### src/rtl/regfile.sv
// RV32I integer register file: x1..x31 in flops, x0 reads as zero.
// Two combinational read ports with write-through forwarding from the single write port.
module regfile #(
    parameter int DATA_W = 32,
    parameter int ADDR_W = 5
) (
    input  logic              clk,
    input  logic              resetb,
    input  logic [ADDR_W-1:0] a_rs1,
    output logic [DATA_W-1:0] d_rs1,
    input  logic [ADDR_W-1:0] a_rs2,
    output logic [DATA_W-1:0] d_rs2,
    input  logic [ADDR_W-1:0] a_rd,
    input  logic [DATA_W-1:0] d_rd,
    input  logic              we_rd
);

    localparam int NREG = 2 ** ADDR_W;

    logic [DATA_W-1:0] regs [1:NREG-1];
    logic              wr_active;

    // A write only exists out of reset and to a real register; this also gates forwarding.
    assign wr_active = resetb && we_rd && (a_rd != '0);

    always_ff @(posedge clk or negedge resetb) begin
        if (!resetb) begin
            for (int i = 1; i < NREG; i++) begin
                regs[i] <= '0;
            end
        end else if (wr_active) begin
            regs[a_rd] <= d_rd;
        end
    end

    always_comb begin
        d_rs1 = '0;
        if (resetb) begin
            if (wr_active && (a_rs1 == a_rd)) begin
                d_rs1 = d_rd;
            end else if (a_rs1 != '0) begin
                d_rs1 = regs[a_rs1];
            end
        end
    end

    always_comb begin
        d_rs2 = '0;
        if (resetb) begin
            if (wr_active && (a_rs2 == a_rd)) begin
                d_rs2 = d_rd;
            end else if (a_rs2 != '0) begin
                d_rs2 = regs[a_rs2];
            end
        end
    end

endmodule

### config.mk
export PLATFORM = sky130hd
export DESIGN_NAME = regfile
export DESIGN_NICKNAME = d
export VERILOG_FILES = /design/src/rtl/regfile.sv
export SDC_FILE = /design/constraint.sdc
export NUM_CORES = 2
export LEC_CHECK = 0
export CAP_MARGIN = 20
export CORE_ASPECT_RATIO = 1.1
export CORE_MARGIN = 2
export CORE_UTILIZATION = 60
export DETAILED_ROUTE_END_ITERATION = 10
export PLACE_DENSITY = 0.77
export RECOVER_POWER = 100
export SETUP_SLACK_MARGIN = 0.05
export SYNTH_ARGS = -nofsm -noshare
export SYNTH_HDL_FRONTEND = slang
export SYNTH_SLANG_ARGS = --single-unit
### constraint.sdc
create_clock -name clk -period 5.4 [get_ports clk]
set_clock_uncertainty 0.2 [all_clocks]
set_input_delay 1.62 -clock clk [delete_from_list [all_inputs] [get_ports clk]]
set_output_delay 1.62 -clock clk [all_outputs]
set_load 0.05 [all_outputs]
==> tab_implementation.tex <==
\begin{tabular}{lr}
\hline
Metric & Value \\
\hline
\multicolumn{2}{l}{\textbf{Outcome}} \\
\quad Status & finished with violations \\
\quad Violations in the final reports & setup timing \\
\multicolumn{2}{l}{\textbf{Setup path}} \\
\quad Cell repeated most along the worst path & sky130\_fd\_sc\_hd\_\_buf\_16 \\
\quad Arrival time at the worst endpoint & 3.71 ns \\
\quad Required time of the critical path & 3.58 ns \\
\quad Category of the worst setup path launch point & primary input \\
\quad Series of cell instances along the critical path & buf\_16 > buf\_16 > buf\_16 > mux4\_2 > nor2b\_1 > a31oi\_1 > nand2\_1 > nand3\_1 > o211ai\_1 > clkbuf\_16 \\
\quad Critical path's slowest cell & sky130\_fd\_sc\_hd\_\_mux4\_2 \\
\quad Endpoint class of the critical path & primary output \\
\quad Largest stage delay on the critical path & 0.52 ns \\
\quad Worst setup path category & primary input to primary output \\
\quad Top fanout value on the critical path & 6 \\
\multicolumn{2}{l}{\textbf{Detailed routing}} \\
\quad Post-detailed-route via-to-cell ratio & approximately 7.6 \\
\quad Post-Route WL & 214,000 µm \\
\quad Average wire length per cell after detail routing & 37.8 µm \\
\quad Count of routing violations after the opening detailed-route iteration & roughly 6,500 \\
\quad Initial DRT Pass Iterations & 7 \\
\quad Detail Route Antenna Nets & 0 \\
\quad Residual DRC count & 0 \\
\quad Vias after detailed routing & 43,200 \\
\multicolumn{2}{l}{\textbf{Placement}} \\
\quad Quantity of I/O buffers inserted on ports & about 110 \\
\quad Final GP Congestion & roughly 0.95 \\
\quad Pre-CTS setup slack & -0.826 ns \\
\quad Final HPWL DP & about 130,000 µm \\
\multicolumn{2}{l}{\textbf{Power}} \\
\quad Peak ir drop on the vdd network & 0.277 mV \\
\quad Proportion of power drawn by flip-flops and latches & 0.428 \\
\quad Internal Pwr Total & about 15,000 µW \\
\quad Combinational share of power & 0.216 \\
\quad Share of power burned in the clock network & 0.356 \\
\quad Sw frac & 0.287 \\
\quad Areal power density over the cells & approximately 310 nW/µm² \\
\quad Leakage dissipation & 0.0311 µW \\
\quad Reported net switching power & between 6000 and 7000 µW \\
\multicolumn{2}{l}{\textbf{Clock tree}} \\
\quad Clk root buf & sky130\_fd\_sc\_hd\_\_clkbuf\_16 \\
\quad Clock insertion delay at the later pin of the skew report & 0.69 ns \\
\quad CTS Sinks & 992 \\
\quad Clock tree from TritonCTS & built \\
\quad Number of buffers created by CTS & 101 \\
\quad Hold buffer count at cts & 0 \\
\quad Clock transition at the registers of the reported paths & 0.06 ns \\
\quad Maximum root-to-sink buffer count & 3 \\
\quad Htree depth & 3 \\
\multicolumn{2}{l}{\textbf{Final layout}} \\
\quad Top Registers & regs x992 \\
\quad Ratio of cells with drive above 1 in the final layout & 0.600 \\
\quad Synthesis-to-finish area growth & 27.2\% \\
\quad Number of flip-flops under the largest register name & $\sim$990 \\
\quad Largest Register & regs \\
\quad Number of nets in the layout & between 4,000 and 5,000 \\
\multicolumn{2}{l}{\textbf{Timing}} \\
\quad Highest Clock Rate & 181 MHz \\
\quad Min cycle time layout & 5.53 ns \\
\quad Setup WS post-layout & -0.133 ns \\
\quad Final period util & 1.02 \\
\quad Hold Vio Cnt, Final & 0 \\
\quad Tightest slew margin relative to the limit & 0.291 \\
\quad Slew at the pin with the worst max-slew slack & around 1.1 ns \\
\quad Unrepaired setup endpoints after global routing & yes \\
\quad Final setup fails & 37 \\
\quad Worst Hold Margin & 0.317 ns \\
\quad Number of slew-limit violations in the final report & 0 \\
\multicolumn{2}{l}{\textbf{Global routing}} \\
\quad First-pass GRT wire length & 297,000 µm \\
\quad Final global-route overflow total & 0 \\
\quad All-layer global routing usage & 0.442 \\
\quad Largest net degree at the start of global routing & about 170 \\
\quad Number of global-route vias before repair & about 43,000 \\
\quad Initial antenna violation count & 12 \\
\multicolumn{2}{l}{\textbf{Yosys}} \\
\quad Register area share after synthesis & 0.459 \\
\quad Library cells used by synthesis & 68 \\
\quad Mean cell area of the mapped netlist & between 10 and 15 µm² \\
\quad Number of warnings issued by yosys & 0 \\
\quad Post-synthesis instance total & 3,886 \\
\quad Syn Std Cell Area & 54,100 µm² \\
\quad Main flop type after synthesis & sky130\_fd\_sc\_hd\_\_dfrtp\_1 \\
\quad Cell types occupying the most area after synthesis & sky130\_fd\_sc\_hd\_\_dfrtp\_1, sky130\_fd\_sc\_hd\_\_mux2\_2, sky130\_fd\_sc\_hd\_\_mux4\_2 \\
\quad Synthesis-stage register bit count & 992 \\
\quad Most instantiated cells after synthesis & sky130\_fd\_sc\_hd\_\_mux2\_2, sky130\_fd\_sc\_hd\_\_dfrtp\_1, sky130\_fd\_sc\_hd\_\_mux4\_2, sky130\_fd\_sc\_hd\_\_mux2i\_1, sky130\_fd\_sc\_hd\_\_buf\_2 \\
\quad Yosys top cell area share & 0.459 \\
\quad Synth async-reset ratio & 1.00 \\
\quad Mapped Nets & 3,936 \\
\quad Most numerous cell in the Yosys netlist & sky130\_fd\_sc\_hd\_\_mux2\_2 \\
\quad EDFF count, synth & 0 \\
\quad Library cell with the largest summed area after synthesis & sky130\_fd\_sc\_hd\_\_dfrtp\_1 \\
\multicolumn{2}{l}{\textbf{Floorplanning}} \\
\quad \# IOs & 114 \\
\quad Die H & 319 µm \\
\quad Die Footprint & 92,600 µm² \\
\quad Die Span X & 290 µm \\
\quad Core footprint & between 80,000 and 90,000 µm² \\
\quad Std cell rows & around 120 \\
\quad Starting density of the core & 0.606 \\
\multicolumn{2}{l}{\textbf{Worst hold path}} \\
\quad Worst hold-check path type & flip-flop to flip-flop \\
\multicolumn{2}{l}{\textbf{Run}} \\
\quad Max-cap violations & 0 \\
\hline
\end{tabular}
cell usage in the layout (no fill, tap or decap), types with 34 or more instances in the layout:
cell type                   instances
sky130_fd_sc_hd__a21oi_1           43
sky130_fd_sc_hd__a22oi_1           57
sky130_fd_sc_hd__buf_12           179
sky130_fd_sc_hd__buf_4            455
sky130_fd_sc_hd__buf_6             74
sky130_fd_sc_hd__clkbuf_16        118
sky130_fd_sc_hd__dfrtp_1          992
sky130_fd_sc_hd__mux2_2          1091
sky130_fd_sc_hd__mux2i_1          162
sky130_fd_sc_hd__mux4_2           345
sky130_fd_sc_hd__nand2_1          100
sky130_fd_sc_hd__nor2_1            51
sky130_fd_sc_hd__nor2_4            34
sky130_fd_sc_hd__o211ai_1          43
sky130_fd_sc_hd__o22ai_1           38
cell type report:
| type | instances | area [µm²] |
|---|---|---|
| clock buffer | 143 | 2970 |
| antenna | 7 | 17.5 |
| timing repair buffer | 809 | 9700 |
| sequential | 992 | 24800 |
| tap | 1170 | 1460 |
| multi-input combinational | 2482 | 29200 |
| inverter | 2 | 8.76 |
| clock inverter | 45 | 634 |
| fill | 4791 | 20500 |
cells by family (layout without fill, tap and decap cells):
| group | count (synthesis) | in the layout | synth area share |
|---|---|---|---|
| muxes | 1613 | 1613 | 0.404 |
| DFF | 992 | 992 | 0.459 |
| AOI/OAI and AO/OA | 477 | 477 | 0.0641 |
| buffers and inverters | 412 | 999 | 0.0379 |
| and+or+nand+nor | 382 | 382 | 0.0341 |
| xor gates and xnor gates | 10 | 10 | 0.00162 |
| other | 0 | 7 | 0 |
what timing repair did:
action,in CTS,in global routing
endpoints found under the setup margin,64,64
pin swaps,79,106
cloned,15,12
gates resized for setup,291,228
setup buffers,66,71
power by group through the flow:
stage / registers, µW / clock network [µW] / logic (µW)
2_1_floorplan: 8990 / 0 / 2660
3_3_place_gp: 9170 / 0 / 3960
3_5_place_dp: 9250 / 0 / 4040
4_1_cts: 9140 / 7650 / 4320
5_1_grt: 9310 / 7980 / 4840
6_report: 9250 / 7690 / 4680
final timing paths:
path                       depth (start not counted)                    end             startpoint  slack (ns)
setup / recovery                                  10              d_rs2[19]               a_rs2[0]       -0.13
hold / removal                                     1  regs[444]$_DFFE_PN0P_  regs[444]$_DFFE_PN0P_        0.32
setup reg to reg                                   1  regs[319]$_DFFE_PN0P_  regs[319]$_DFFE_PN0P_        4.35
hold reg to reg                                    1  regs[444]$_DFFE_PN0P_  regs[444]$_DFFE_PN0P_        0.32
max in group asynchronous                          4  regs[828]$_DFFE_PN0P_                 resetb        2.10
min in group asynchronous                          1  regs[511]$_DFFE_PN0P_                 resetb        0.53
per-layer routing:
metal  vias to the layer above  track usage  routed length [µm]
met3                      1278        0.154               31400
met4                        17        0.343               21100
met5                         -      0.00467                 222
met1                     22000        0.546               70600
li1                      16000            -                   -
met2                      3842        0.639               90500
stage by stage:
stage,total power [µW],area [µm²],utilization,instances,TNS (ns)
floorplan,11700,54400,-,3886,-0.159
global placement,13100,61200,0.685,5311,-27.63
detailed placement,13300,61200,0.685,5311,-27.56
CTS,21100,67000,0.750,5571,-0.200
global route,22100,68800,0.770,5645,-1.62
finish,21600,68800,0.770,5650,-1.37
worst max-delay path: cells and delay by family:
kind                   cells  cell delay [ns]
multiplexers               1             0.52
AO/OA/AOI/OAI              2             0.40
buffers and inverters      4             0.69
AND/OR/NAND/NOR            3             0.44
Power figures use the tool's default switching activity.
